[src/rtl/simon_pkg.sv]
// -----------------------------------------------------------------------------
// simon_pkg
//   Shared types and constants for the Simon game blocks.
//   - colour_t       : 2-bit colour code as stored in pattern memory
//   - player_state_t : sequence_player FSM states
//   - FREQ_TABLE     : tone select value per colour (0 means silent elsewhere)
//   - MAX_STEPS      : longest playable sequence
// -----------------------------------------------------------------------------
package simon_pkg;

   typedef enum logic [1:0] {
      RED    = 2'd0,
      GREEN  = 2'd1,
      BLUE   = 2'd2,
      YELLOW = 2'd3
   } colour_t;

   typedef enum logic [2:0] {
      ST_IDLE,
      ST_FETCH,
      ST_LATCH,
      ST_ON,
      ST_OFF,
      ST_DONE
   } player_state_t;

   localparam int MAX_STEPS = 32;

   localparam logic [9:0] FREQ_TABLE [4] = '{10'd262, 10'd330, 10'd392, 10'd523};

   function automatic logic [9:0] colour_freq(input colour_t c);
      return FREQ_TABLE[c];
   endfunction

endpackage

[src/rtl/step_timer.sv]
// -----------------------------------------------------------------------------
// step_timer
//   Loadable down-counter. A load takes priority over counting; while enabled
//   the count decrements and then sticks at zero.
//   Ports:
//     clk        : system clock
//     rst        : asynchronous reset, active-low
//     load_i     : load load_val_i on the next edge
//     load_val_i : value to load
//     en_i       : decrement enable
//     zero_o     : count is zero
// -----------------------------------------------------------------------------
module step_timer #(
   parameter int W = 26
) (
   input  logic         clk,
   input  logic         rst,
   input  logic         load_i,
   input  logic [W-1:0] load_val_i,
   input  logic         en_i,
   output logic         zero_o
);

   logic [W-1:0] count_q;

   always_ff @(posedge clk or negedge rst) begin
      if (!rst) begin
         count_q <= '0;
      end else if (load_i) begin
         count_q <= load_val_i;
      end else if (en_i && (count_q != '0)) begin
         count_q <= count_q - 1'b1;
      end
   end

   assign zero_o = (count_q == '0);

endmodule

[src/rtl/sequence_player.sv]
// -----------------------------------------------------------------------------
// sequence_player
//   Plays back a colour sequence from pattern memory: each step lights one LED
//   and drives one tone for ON_CYCLES, then stays silent for OFF_CYCLES.
//   Optional feature: define SEQ_ABORT_EN to add the abort input, which drops
//   an active playback back to IDLE without a done pulse.
//   Ports:
//     clk       : system clock
//     rst       : asynchronous reset, active-low
//     start     : begin playback (only looked at in IDLE)
//     length    : number of steps, clamped to 2**ADDR_W
//     abort     : (SEQ_ABORT_EN only) cancel playback
//     mem_addr  : pattern memory read address (also the step index)
//     mem_data  : colour code, valid one cycle after mem_addr
//     led       : one-hot LED drive
//     frequency : tone select, 0 = silent
//     busy      : playback in progress
//     done      : one-cycle pulse at the end of playback
// -----------------------------------------------------------------------------
module sequence_player
   import simon_pkg::*;
#(
   parameter int ADDR_W     = 5,
   parameter int ON_CYCLES  = 25000000,
   parameter int OFF_CYCLES = 12500000,
   parameter int TIMER_W    = 26
) (
   input  logic              clk,
   input  logic              rst,
   input  logic              start,
   input  logic [ADDR_W:0]   length,
`ifdef SEQ_ABORT_EN
   input  logic              abort,
`endif
   output logic [ADDR_W-1:0] mem_addr,
   input  logic [1:0]        mem_data,
   output logic [3:0]        led,
   output logic [9:0]        frequency,
   output logic              busy,
   output logic              done
);

   localparam logic [ADDR_W:0]  MAX_LEN = (ADDR_W+1)'(2**ADDR_W);
   localparam logic [TIMER_W-1:0] ON_VAL  = TIMER_W'(ON_CYCLES - 1);
   localparam logic [TIMER_W-1:0] OFF_VAL = TIMER_W'(OFF_CYCLES - 1);

   player_state_t       state_q, state_d;
   logic [ADDR_W:0]     len_q, len_d;
   logic [ADDR_W-1:0]   addr_q, addr_d;     // doubles as the step index
   logic [3:0]          led_q, led_d;
   logic [9:0]          freq_q, freq_d;
   logic                busy_q, busy_d;
   logic                done_q, done_d;

   logic                tmr_load;
   logic [TIMER_W-1:0]  tmr_val;
   logic                tmr_en;
   logic                tmr_zero;

   step_timer #(.W(TIMER_W)) u_timer (
      .clk        (clk),
      .rst        (rst),
      .load_i     (tmr_load),
      .load_val_i (tmr_val),
      .en_i       (tmr_en),
      .zero_o     (tmr_zero)
   );

   always_ff @(posedge clk or negedge rst) begin
      if (!rst) begin
         state_q <= ST_IDLE;
         len_q   <= '0;
         addr_q  <= '0;
         led_q   <= '0;
         freq_q  <= '0;
         busy_q  <= 1'b0;
         done_q  <= 1'b0;
      end else begin
         state_q <= state_d;
         len_q   <= len_d;
         addr_q  <= addr_d;
         led_q   <= led_d;
         freq_q  <= freq_d;
         busy_q  <= busy_d;
         done_q  <= done_d;
      end
   end

   // Outputs are registered, so each register is given the value it must show
   // in the state being entered, not the state being left.
   always_comb begin
      state_d  = state_q;
      len_d    = len_q;
      addr_d   = addr_q;
      led_d    = led_q;
      freq_d   = freq_q;
      busy_d   = busy_q;
      done_d   = 1'b0;
      tmr_load = 1'b0;
      tmr_val  = ON_VAL;
      tmr_en   = 1'b0;

      case (state_q)
         ST_IDLE: begin
            if (start) begin
               len_d = (length > MAX_LEN) ? MAX_LEN : length;
               if (length == '0) begin
                  state_d = ST_DONE;
                  done_d  = 1'b1;
               end else begin
                  state_d = ST_FETCH;
                  busy_d  = 1'b1;
                  addr_d  = '0;
               end
            end
         end
         ST_FETCH: begin
            // mem_addr has been presented this cycle; data arrives next cycle
            state_d = ST_LATCH;
         end
         ST_LATCH: begin
            state_d  = ST_ON;
            led_d    = 4'b0001 << mem_data;
            freq_d   = colour_freq(colour_t'(mem_data));
            tmr_load = 1'b1;
            tmr_val  = ON_VAL;
         end
         ST_ON: begin
            tmr_en = 1'b1;
            if (tmr_zero) begin
               state_d  = ST_OFF;
               led_d    = '0;
               freq_d   = '0;
               tmr_load = 1'b1;
               tmr_val  = OFF_VAL;
            end
         end
         ST_OFF: begin
            tmr_en = 1'b1;
            if (tmr_zero) begin
               if ({1'b0, addr_q} == (len_q - 1'b1)) begin
                  state_d = ST_DONE;
                  busy_d  = 1'b0;
                  done_d  = 1'b1;
               end else begin
                  state_d = ST_FETCH;
                  addr_d  = addr_q + 1'b1;
               end
            end
         end
         ST_DONE: begin
            state_d = ST_IDLE;
         end
         default: begin
            state_d = ST_IDLE;
         end
      endcase

`ifdef SEQ_ABORT_EN
      // busy_q is high exactly in FETCH/LATCH/ON/OFF, so abort is inert in
      // IDLE (where start keeps priority) and in DONE.
      if (abort && busy_q) begin
         state_d  = ST_IDLE;
         led_d    = '0;
         freq_d   = '0;
         busy_d   = 1'b0;
         done_d   = 1'b0;
         tmr_load = 1'b0;
      end
`endif
   end

   assign mem_addr  = addr_q;
   assign led       = led_q;
   assign frequency = freq_q;
   assign busy      = busy_q;
   assign done      = done_q;

endmodule

[config.mk]
export PLATFORM = sky130hd
export DESIGN_NAME = sequence_player
export DESIGN_NICKNAME = d
export VERILOG_FILES = /design/src/rtl/simon_pkg.sv /design/src/rtl/step_timer.sv /design/src/rtl/sequence_player.sv
export SDC_FILE = /design/constraint.sdc
export NUM_CORES = 1
export LEC_CHECK = 0
export CAP_MARGIN = 20
export CORE_MARGIN = 4
export CORE_UTILIZATION = 45
export DETAILED_ROUTE_END_ITERATION = 10
export PLACE_DENSITY = 0.66
export SLEW_MARGIN = 25
export SYNTH_ARGS = -nofsm -noshare
export SYNTH_HDL_FRONTEND = slang
export SYNTH_SLANG_ARGS = --single-unit
[constraint.sdc]
create_clock -name clk -period 2.7 [get_ports clk]
set_input_delay 0.54 -clock clk [delete_from_list [all_inputs] [get_ports clk]]
set_output_delay 0.54 -clock clk [all_outputs]
set_load 0.1 [all_outputs]
* After elaboration in Yosys (flattened, before gate mapping)
Cells that the tools add are included.
** Cells by class
- Add/sub/neg operators :: 3
- $lt $le $gt $ge :: 2
- Equality and inequality tests :: 11
- Shift-type cells :: 1
- Muxes and demuxes :: 36
- Bitwise logic cells :: 1
- Reductions and logical operators :: 14
** Operator list (count)
- 2-to-1 mux 26 bit :: 2
- 2-to-1 mux 25 bit :: 2
- 2-to-1 mux 10 bit :: 3
- logical NOT 26 bit :: 1
- nonzero test 26 bit :: 1
- subtractor 26 x 1 -> 26 bit, second input constant :: 1
- binary-select mux 10 bit (select 2 bit) :: 1
- 2-to-1 mux 5 bit :: 4
- one-hot mux 10 bit (2 select lines) :: 1
- 2-to-1 mux 3 bit :: 5
- one-hot mux 3 bit (5 select lines) :: 1
- != test 2 bit, second input constant :: 6
- 2-to-1 mux 1 bit :: 10
- one-hot mux 5 bit (2 select lines) :: 1
- AND reduction 5 bit :: 2
- one-hot mux 4 bit (2 select lines) :: 1
- == test 3 x 2 -> 1 bit, second input constant :: 2
- == test 5 x 6 -> 1 bit :: 1
- greater-than comparator 6 bit, second input constant :: 1
- logical NOT 6 bit :: 1
- 2-to-1 mux 6 bit :: 1
- one-hot mux 1 bit (2 select lines) :: 3
- nonzero test 2 bit :: 3
- subtractor 6 x 1 -> 6 bit, second input constant :: 1
- 12 further kinds :: 13
** Word-level totals
- Register bits after elaboration :: 56
- Input bits :: 11
- Output and inout port bits :: 21
- Word-level logic and storage cells :: 76

* Longest topological paths before layout
Gate-level depths: netlist of run 1.
- Depth after elaboration :: 6
- Mapped depth :: 10
- Mapped depth without buffers :: 8

* By module
Synthesis of run 1 repeated with hierarchy kept, for this count alone.
** Second synthesis, totals
- Cell total of the unflattened synthesis :: 323
- Area, all modules :: 2994.1 sq um
** By module, submodules not included
- step_timer :: instances 1, cells each 172, area each 1634.1 sq um
- sequence_player :: instances 1, cells each 151, area each 1360.1 sq um

* Worst setup path after synthesis of run 1
No wires, ideal clock.
- Path kind :: flip-flop to flip-flop
- From :: register addr_q[4] (netlist: mem_addr[4])
- To :: register busy_q (netlist: busy)
- Data arrival time :: 2.323 ns
- Path slack :: 0.249 ns
- Cell stages (with the launch flop) :: 7
- Buffers on the path :: 0
- Period minus slack after synthesis :: 2.451 ns
- Cell sequence :: dfrtp_1 xor2_1 nor2_1 o311a_1 or2_4 or3_1 o2bb2ai_1
** Between the ends
- Word-level cells in the longest chain between the ends :: 3
** Ends and longest elaborated chain
- start: declaration :: RTL line sequence_player.sv:49 : logic [ADDR_W-1:0] addr_q, addr_d;
- start signal: assignment :: RTL line sequence_player.sv:81 : addr_q <= addr_d;
- == test 5 x 6 -> 1 bit :: RTL line sequence_player.sv:141 : if ({1'b0, addr_q} == (len_q - 1'b1)) begin
- != test 2 bit (no source line)
- AND reduction 5 bit (no source line)
- end signal: assignment :: RTL line sequence_player.sv:84 : busy_q <= busy_d;
- end: declaration :: RTL line sequence_player.sv:52 : logic busy_q, busy_d;
Every way passes these cells.
A chain may end at the register's enable or synchronous reset.

* Worst setup path in the final report of run 1
- From :: register len_q[0]
- To :: register busy_q (netlist: busy)
** Between the ends
- Word-level cells in the longest chain between the ends :: 4
** Ends and longest elaborated chain
- start: declaration :: RTL line sequence_player.sv:48 : logic [ADDR_W:0] len_q, len_d;
- start signal: assignment :: RTL line sequence_player.sv:80 : len_q <= len_d;
- subtractor 6 x 1 -> 6 bit :: RTL line sequence_player.sv:141
- == test 5 x 6 -> 1 bit :: RTL line sequence_player.sv:141
- != test 2 bit (no source line)
- AND reduction 5 bit (no source line)
Every way passes these cells.

==> PnR_summary.wiki, run 1 <==
{| class="wikitable"
! Metric !! Value
|-
| Area share of the largest cell type after synthesis || 40.2%
|-
| Footprint of the multi-input gates || 0.00166 mm2
|-
| Top Ports || 32
|-
| Data required time at the worst endpoint || 2.89 ns
|-
| Post-detailed-route count of antenna-violating nets || 0
|-
| Routed wirelength normalized by instance count || 15.8 um
|-
| Relative max-transition margin || between 60% and 70%
|-
| Drt drc || 0
|-
| Storage element area || 0.00123 mm2
|-
| Fill cell total of the finished layout || 619
|-
| Number of storage elements in the synthesis netlist || 49
|-
| Proportion of power drawn by flip-flops and latches || a little under three fifths
|-
| Sequential element share of the synthesized area || about 40%
|-
| CP startpoint kind || flip-flop
|-
| Worst Skew || 0.00712 ns
|-
| Top flip-flop cell by instance count after synthesis || sky130_fd_sc_hd__dfrtp_1
|-
| Height of the die || around 90 um
|-
| CTS tree || built
|-
| Clock input transition at the sequential cells of the worst setup and hold paths || approximately 0.090 ns
|-
| Maximum number of pins on one net before global-route repair || 26
|-
| Synth area leaders || sky130_fd_sc_hd__dfrtp_1 40%, sky130_fd_sc_hd__nand2_1 5.7%, sky130_fd_sc_hd__o21ai_0 3.8%
|-
| Post-synth EDFFs || 0
|-
| Endpoint class of the critical path || flip-flop
|-
| Max capacitance violation total || 0
|-
| Total number of yosys warnings || 0
|-
| Number of sinks handled by clock tree synthesis || 49
|-
| Total internal power || 950 uW
|-
| Combinational family with the most area after synthesis || simple AND/OR/NAND/NOR gates
|-
| Endpoints failing setup || 0
|-
| Gp weighted congestion || around 0.9
|-
| Final Hold Viols || 0
|-
| Minimum clock period || 2.44 ns
|-
| Post-synthesis cell type with the largest combined area || sky130_fd_sc_hd__dfrtp_1
|-
| Number of pins exceeding their max-slew limit in the final report || 0
|-
| Cts hold-fix bufs || 0
|-
| Most common cell after layout, fill and taps aside || sky130_fd_sc_hd__dfrtp_1
|-
| RSZ-0062 raised after global routing || no
|-
| Post-synthesis share of cell area spent on and, or, nand and nor gates || 28.1%
|-
| Leakage power of the design || 1.41 nW
|-
| Cell count after synthesis || 344
|-
| Worst path slowest cell || sky130_fd_sc_hd__dfrtp_1
|-
| Clk Tree Root Cell || sky130_fd_sc_hd__clkbuf_8
|-
| Psw || between 300 and 400 uW
|-
| Via count of the first global-routing pass || 2489
|-
| Number of DRC violations after detailed-routing iteration 0 || around 160
|-
| Commonest cells after routing, fill and taps aside || 49 x sky130_fd_sc_hd__dfrtp_1, 46 x sky130_fd_sc_hd__nand2_1, 34 x sky130_fd_sc_hd__buf_4
|-
| XOR/XNOR share of the synthesized area || 5.46%
|-
| Post-CTS Repair Setup Buffers || 0
|-
| Final total negative setup slack || 0 ns
|-
| Routed Wire Length || 7.12 mm
|-
| Remaining Overflow, GRT || 0
|-
| Total of buffers placed on input and output ports || 29
|-
| Post-DP HPWL || 5.34 mm
|-
| First-pass GRT wire length || 12.6 mm
|-
| Number of unique standard cell types used by synthesis || 61
|-
| Part of the total power dissipated in the clock network || between 30% and 40%
|-
| Combinational group share of total power || 10.8%
|-
| Max stage delay on crit path || 0.43 ns
|-
| Share of the synthesized area in compound gates (AO/OA/AOI/OAI) || 18.2%
|-
| Worst slew pin tran || 0.597 ns
|-
| Routed vias/inst || 5.79
|-
| Final Power || 1.31 mW
|-
| Outcome || complete, no violations
|-
| Initial Utilization || 47.2%
|-
| Total of cells resized after clock tree synthesis || 0
|-
| Crit path arrival time || around 2.6 ns
|-
| Fraction of the mapped netlist area in adder cells || about 1.6%
|-
| Asr flop ratio synth || 100%
|-
| Later-pin clock latency in the skew report || 0.30 ns
|-
| Total routing usage reported by global routing || 18.4%
|-
| Final Cycle Share || 90.3%
|-
| Number of buffers on the longest clock path || 2
|-
| Chain of cells forming the critical path || inv_1, ha_1, or3b_1, a211oi_1, nand4_1, or2_4, or3_1, o2bb2ai_1
|-
| Share of post-route cells with drive strength above 1 || 16.3%
|-
| Highest clock frequency the design can meet || 410 MHz
|-
| Die width || 90.3 um
|-
| Class of the worst hold path || input port to asynchronous set/reset pin
|-
| Nets@finish || 388
|-
| Share of synthesized area spent on multiplexers || less than 1%
|-
| Max H-tree Level || 2
|-
| Area of the die || 0.00816 mm2
|-
| Type of the worst setup path || flip-flop to flip-flop
|-
| Total power per unit cell area || 378 mW/mm2
|-
| Switch share || around 28%
|-
| Area of the core || 0.00646 mm2
|-
| Average cell area after synthesis || 8.86 um2
|-
| Pre-antenna DRT Iters || 4
|-
| Cell family with most CP delay || simple AND/OR/NAND/NOR gates
|-
| Antenna fix cells || 0
|-
| Total buffers and inverters traversed by the critical path || 1
|-
| Synthesized cell area || 0.00305 mm2
|-
| Number of antenna violations at the first check in global routing || 0
|-
| Largest fanout on the critical path || 5
|-
| IR Drop Worst-Case VDD || 0.150 mV
|-
| Number of placement rows || 29
|-
| Number of vias in the routed layout || 2611
|-
| Layout overhead on the synthesized area || 13.9%
|-
| Worst hold-check slack || 0.228 ns
|-
| Num CTS Buffers || 5
|}
## routing by layer
| layer | up-vias | part of all wire, % | GRT usage, % |
|---|---|---|---|
| li1 | 1297 | - | - |
| met1 | 1224 | 48 | 26.6 |
| met2 | 84 | 46 | 29.4 |
| met3 | 6 | 5.3 | 3.17 |
| met4 | 0 | 0.62 | 3.32 |
| met5 | - | 0 | 0 |
## cell type report
cell class | instances | area share (%)
tap | 77 | 2.77
clock inverter | 3 | 0.504
sequential | 49 | 35.3
timing repair buffer | 45 | 10.7
multi-input combinational | 262 | 47.7
clock buffer | 5 | 1.98
inverter | 10 | 1.08
## metrics by stage
stage | cells | utilization (%) | instance area [um2] | setup slack [ns]
after detailed placement | 443 | 52.4 | 3390 | 0.274
after floorplan | 345 | - | 3050 | 0.249
after global routing | 451 | 53.8 | 3470 | 0.144
final | 451 | 53.8 | 3470 | 0.263
after CTS | 451 | 53.8 | 3470 | 0.258
after global placement | 443 | 52.4 | 3390 | 0.283
## power groups by stage
stage / combinational (mW) / sequential, mW / clock [mW]
after CTS: 0.144 / 0.742 / 0.444
after global placement: 0.143 / 0.757 / 0
after global routing: 0.150 / 0.743 / 0.475
after floorplan: 0.0585 / 0.796 / 0
final: 0.142 / 0.742 / 0.428
after detailed placement: 0.144 / 0.757 / 0
## final timing paths
| kind | start | endpoint | slack (ns) | cells after the start |
|---|---|---|---|---|
| worst max register to register | len_q[0]$_DFFE_PN0P_ | busy$_DFFE_PN0P_ | 0.26 | 8 |
| worst min-delay path | rst | u_timer.count_q[3]$_DFFE_PN0P_ | 0.23 | 1 |
| worst max-delay path | len_q[0]$_DFFE_PN0P_ | busy$_DFFE_PN0P_ | 0.26 | 8 |
| worst min register to register | frequency[3]$_DFFE_PN0P_ | frequency[3]$_DFFE_PN0P_ | 0.48 | 2 |
| min in group clk | frequency[3]$_DFFE_PN0P_ | frequency[3]$_DFFE_PN0P_ | 0.48 | 2 |
| max in group asynchronous | rst | u_timer.count_q[16]$_DFFE_PN0P_ | 1.92 | 2 |
## logic make-up (layout without fill, tap and decap cells)
group / after synthesis / after routing
adder cells (fa/ha/maj): 4 / 4
multiplexers: 2 / 2
buffers and inverters: 34 / 63
other: 1 / 2
XOR/XNOR: 19 / 19
AND/OR/NAND/NOR: 155 / 155
AO/OA/AOI/OAI: 80 / 80
flip-flops: 49 / 49
## flip-flops by register name (all words and copies together) (netlist names)
signal / cells
u_timer.count_q: 26
len_q: 6
busy: 1
led: 3
frequency: 4
state_q: 3
done: 1
mem_addr: 5
## synth_stat cells, types with 5 or more instances
master                      n
sky130_fd_sc_hd__dfrtp_1   49
sky130_fd_sc_hd__nand2_1   46
sky130_fd_sc_hd__nor2_1    28
sky130_fd_sc_hd__o21ai_0   23
sky130_fd_sc_hd__xnor2_1   12
sky130_fd_sc_hd__clkbuf_1  11
sky130_fd_sc_hd__a31oi_1   10
sky130_fd_sc_hd__inv_1     10
sky130_fd_sc_hd__nand2b_1  10
sky130_fd_sc_hd__nand3_1   10
sky130_fd_sc_hd__nor3_1    10
sky130_fd_sc_hd__or3_1     10
sky130_fd_sc_hd__a21oi_1    8
sky130_fd_sc_hd__buf_4      8
sky130_fd_sc_hd__xor2_1     7
sky130_fd_sc_hd__nor4_1     6
sky130_fd_sc_hd__nor2b_1    5
sky130_fd_sc_hd__o211ai_1   5
No activity file was read; power rests on OpenSTA's default activity.
==> inputs of run 2 (changes only) <==
SKIP_LAST_GASP = 1   (was unset)
==> results of run 2 <==
The final DEF is identical to that of run 1; final timing and power are the same.
==> inputs of run 3 (changes only) <==
MAX_ROUTING_LAYER = met4   (was unset)
==> run 3 against run 2 <==
Net effect:
- global-route usage increased by 0.54 points
- hold slack worse by 0.0018 ns
- critical path depth stayed put
- routed wire length shrank 0.11%
- clock-buffer cell count unchanged
- setup slack better by 0.00065 ns
- non-clock buffer count is the same
- core utilization stayed put
- maximum frequency is essentially flat
==> PnR_summary.wiki, run 3 (same netlist as run 1, synthesis figures left out) <==
{| class="wikitable"
! Metric !! Value
|-
| Most common cell after layout, fill and taps aside || sky130_fd_sc_hd__dfrtp_1
|-
| Fill cell total of the finished layout || 619 (unchanged)
|-
| First-pass GRT wire length || 12.6 mm (unchanged)
|-
| Area of the core || 0.00646 mm2 (unchanged)
|-
| IR Drop Worst-Case VDD || 0.150 mV (about the same)
|-
| Leakage power of the design || 1.41 nW (unchanged)
|-
| Number of DRC violations after detailed-routing iteration 0 || 161 (unchanged)
|-
| Gp weighted congestion || 0.911 (+1.7%)
|-
| Total of cells resized after clock tree synthesis || 0 (unchanged)
|-
| Number of vias in the routed layout || 2620 (+0.34%)
|-
| Number of pins exceeding their max-slew limit in the final report || 0 (unchanged)
|-
| Remaining Overflow, GRT || 0 (unchanged)
|-
| Max capacitance violation total || 0 (unchanged)
|-
| Total of buffers placed on input and output ports || 29 (unchanged)
|-
| Pre-antenna DRT Iters || 5 (+1)
|-
| Endpoint class of the critical path || flip-flop
|-
| Share of post-route cells with drive strength above 1 || 16.3% (unchanged)
|-
| Number of placement rows || 29 (unchanged)
|-
| CP startpoint kind || flip-flop
|-
| Number of buffers on the longest clock path || 2 (unchanged)
|-
| Number of antenna violations at the first check in global routing || 0 (unchanged)
|-
| Area of the die || 0.00816 mm2 (unchanged)
|-
| Post-CTS Repair Setup Buffers || 0 (unchanged)
|-
| Top Ports || 32 (unchanged)
|-
| Routed vias/inst || 5.81 (+0.34%)
|-
| Nets@finish || 388 (unchanged)
|-
| Register-to-Register Setup Slack || 0.26 ns (about the same)
|-
| Cts hold-fix bufs || 0 (unchanged)
|-
| Num CTS Buffers || 5 (unchanged)
|-
| Height of the die || 90.3 um (unchanged)
|-
| Routed wirelength normalized by instance count || 15.8 um (-0.11%)
|-
| Total routing usage reported by global routing || 19.0% (+0.54 points)
|-
| Antenna fix cells || 0 (unchanged)
|-
| Clk Tree Root Cell || sky130_fd_sc_hd__clkbuf_8
|-
| Final Power || 1.31 mW (about the same)
|-
| RSZ-0062 raised after global routing || no
|-
| Drt drc || 0 (unchanged)
|-
| Routed Wire Length || 7.11 mm (-0.11%)
|-
| Final total negative setup slack || 0 ns (unchanged)
|-
| Data required time at the worst endpoint || 2.89 ns (about the same)
|-
| Worst Skew || 0.00672 ns (-0.000399 ns)
|-
| Commonest cells after routing, fill and taps aside || 49 x sky130_fd_sc_hd__dfrtp_1, 46 x sky130_fd_sc_hd__nand2_1, 34 x sky130_fd_sc_hd__buf_4
|-
| Maximum number of pins on one net before global-route repair || 26 (unchanged)
|-
| Post-detailed-route count of antenna-violating nets || 0 (unchanged)
|-
| Final Cycle Share || 90.2% (about the same)
|-
| Outcome || complete, no violations
|-
| End of the worst register-to-register path || busy$_DFFE_PN0P_
|-
| Die width || 90.3 um (unchanged)
|-
| Worst slew pin tran || 0.596 ns (-0.00102 ns)
|-
| Post-DP HPWL || 5.34 mm (unchanged)
|-
| FF-to-FF Start || len_q[0]$_DFFE_PN0P_
|-
| Class of the worst hold path || input port to asynchronous set/reset pin
|-
| Total power per unit cell area || 378 mW/mm2 (about the same)
|-
| Relative max-transition margin || 60.3% (+0.068 points)
|-
| Endpoints failing setup || 0 (unchanged)
|-
| Highest clock frequency the design can meet || 410 MHz (about the same)
|-
| Clock input transition at the sequential cells of the worst setup and hold paths || 0.09 ns (about the same)
|-
| Minimum clock period || 2.44 ns (-0.000650 ns)
|-
| Crit path arrival time || 2.63 ns (about the same)
|-
| Layout overhead on the synthesized area || 13.9% (unchanged)
|-
| Final Hold Viols || 0 (unchanged)
|-
| Max H-tree Level || 2 (unchanged)
|-
| Largest reg by FF count || u_timer.count_q
|-
| Largest fanout on the critical path || 5 (unchanged)
|-
| Via count of the first global-routing pass || 2496 (+0.28%)
|-
| Worst reg-to-reg path cell count || 8 (unchanged)
|-
| CTS tree || built
|-
| Flip-flop count of the largest register after layout || 26 (unchanged)
|-
| Type of the worst setup path || flip-flop to flip-flop
|-
| Later-pin clock latency in the skew report || 0.30 ns (about the same)
|-
| Number of sinks handled by clock tree synthesis || 49 (unchanged)
|-
| Initial Utilization || 47.2% (unchanged)
|}
-- run 3: cell counts in the layout (fill, tap and decap cells not counted) --
No cell type changed its count.
-- run 3: metrics by stage --
stage	hold WS, ns	setup WS (ns)	area (um2)	utilization (%)	instances
6_report	0.226	0.264	3470	53.8	451
2_1_floorplan	0.244	0.249	3050	-	345
5_1_grt	0.282	0.146	3470	53.8	451
3_3_place_gp	0.462	0.283	3390	52.4	443
3_5_place_dp	0.471	0.274	3390	52.4	443
4_1_cts	0.250	0.258	3470	53.8	451
-- run 3: worst max path at each step --
| stage | slack (ns) | startpoint | cells after the start | end |
|---|---|---|---|---|
| floorplan | 0.25 | mem_addr[4]$_DFFE_PN0P_ | 6 | busy$_DFFE_PN0P_ |
| global placement | 0.28 | len_q[0]$_DFFE_PN0P_ | 8 | busy$_DFFE_PN0P_ |
| detailed placement | 0.27 | len_q[0]$_DFFE_PN0P_ | 8 | busy$_DFFE_PN0P_ |
| CTS | 0.26 | len_q[0]$_DFFE_PN0P_ | 8 | busy$_DFFE_PN0P_ |
| global route | 0.15 | len_q[0]$_DFFE_PN0P_ | 8 | busy$_DFFE_PN0P_ |
| finish | 0.26 | len_q[0]$_DFFE_PN0P_ | 8 | busy$_DFFE_PN0P_ |
-- run 3: layout make-up --
class,count,area (um2),area share (%)
inverter,10,37.5,1.08
timing repair buffer,45,370,10.7
tap,77,96.3,2.77
clock inverter,3,17.5,0.504
multi-input combinational,262,1660,47.7
clock buffer,5,68.8,1.98
sequential,49,1230,35.3
-- run 3: critical path, cell delays in order, from the launching register on --
cell and delay [ns]:
sky130_fd_sc_hd__dfrtp_1 0.43, sky130_fd_sc_hd__inv_1 0.07, sky130_fd_sc_hd__ha_1 0.20, sky130_fd_sc_hd__or3b_1 0.35
sky130_fd_sc_hd__a211oi_1 0.23, sky130_fd_sc_hd__nand4_1 0.20, sky130_fd_sc_hd__or2_4 0.31, sky130_fd_sc_hd__or3_1 0.41
sky130_fd_sc_hd__o2bb2ai_1 0.14
-- run 3: per-layer routing --
metal / vias up / routed length [um] / track usage, %
met3: 7 / 382 / 3.17
met4: 0 / 54 / 3.32
met1: 1233 / 3380 / 26.7
met5: - / 0 / -
li1: 1296 / - / -
met2: 84 / 3300 / 29.4
-- run 3: report_power, final --
group	leakage [nW]	switching, mW	internal [mW]	total (mW)
Clock	0.0439	0.249	0.179	0.428
Sequential	0.573	0.00374	0.738	0.742
Combinational	0.792	0.110	0.0324	0.142
Total	1.41	0.362	0.950	1.31
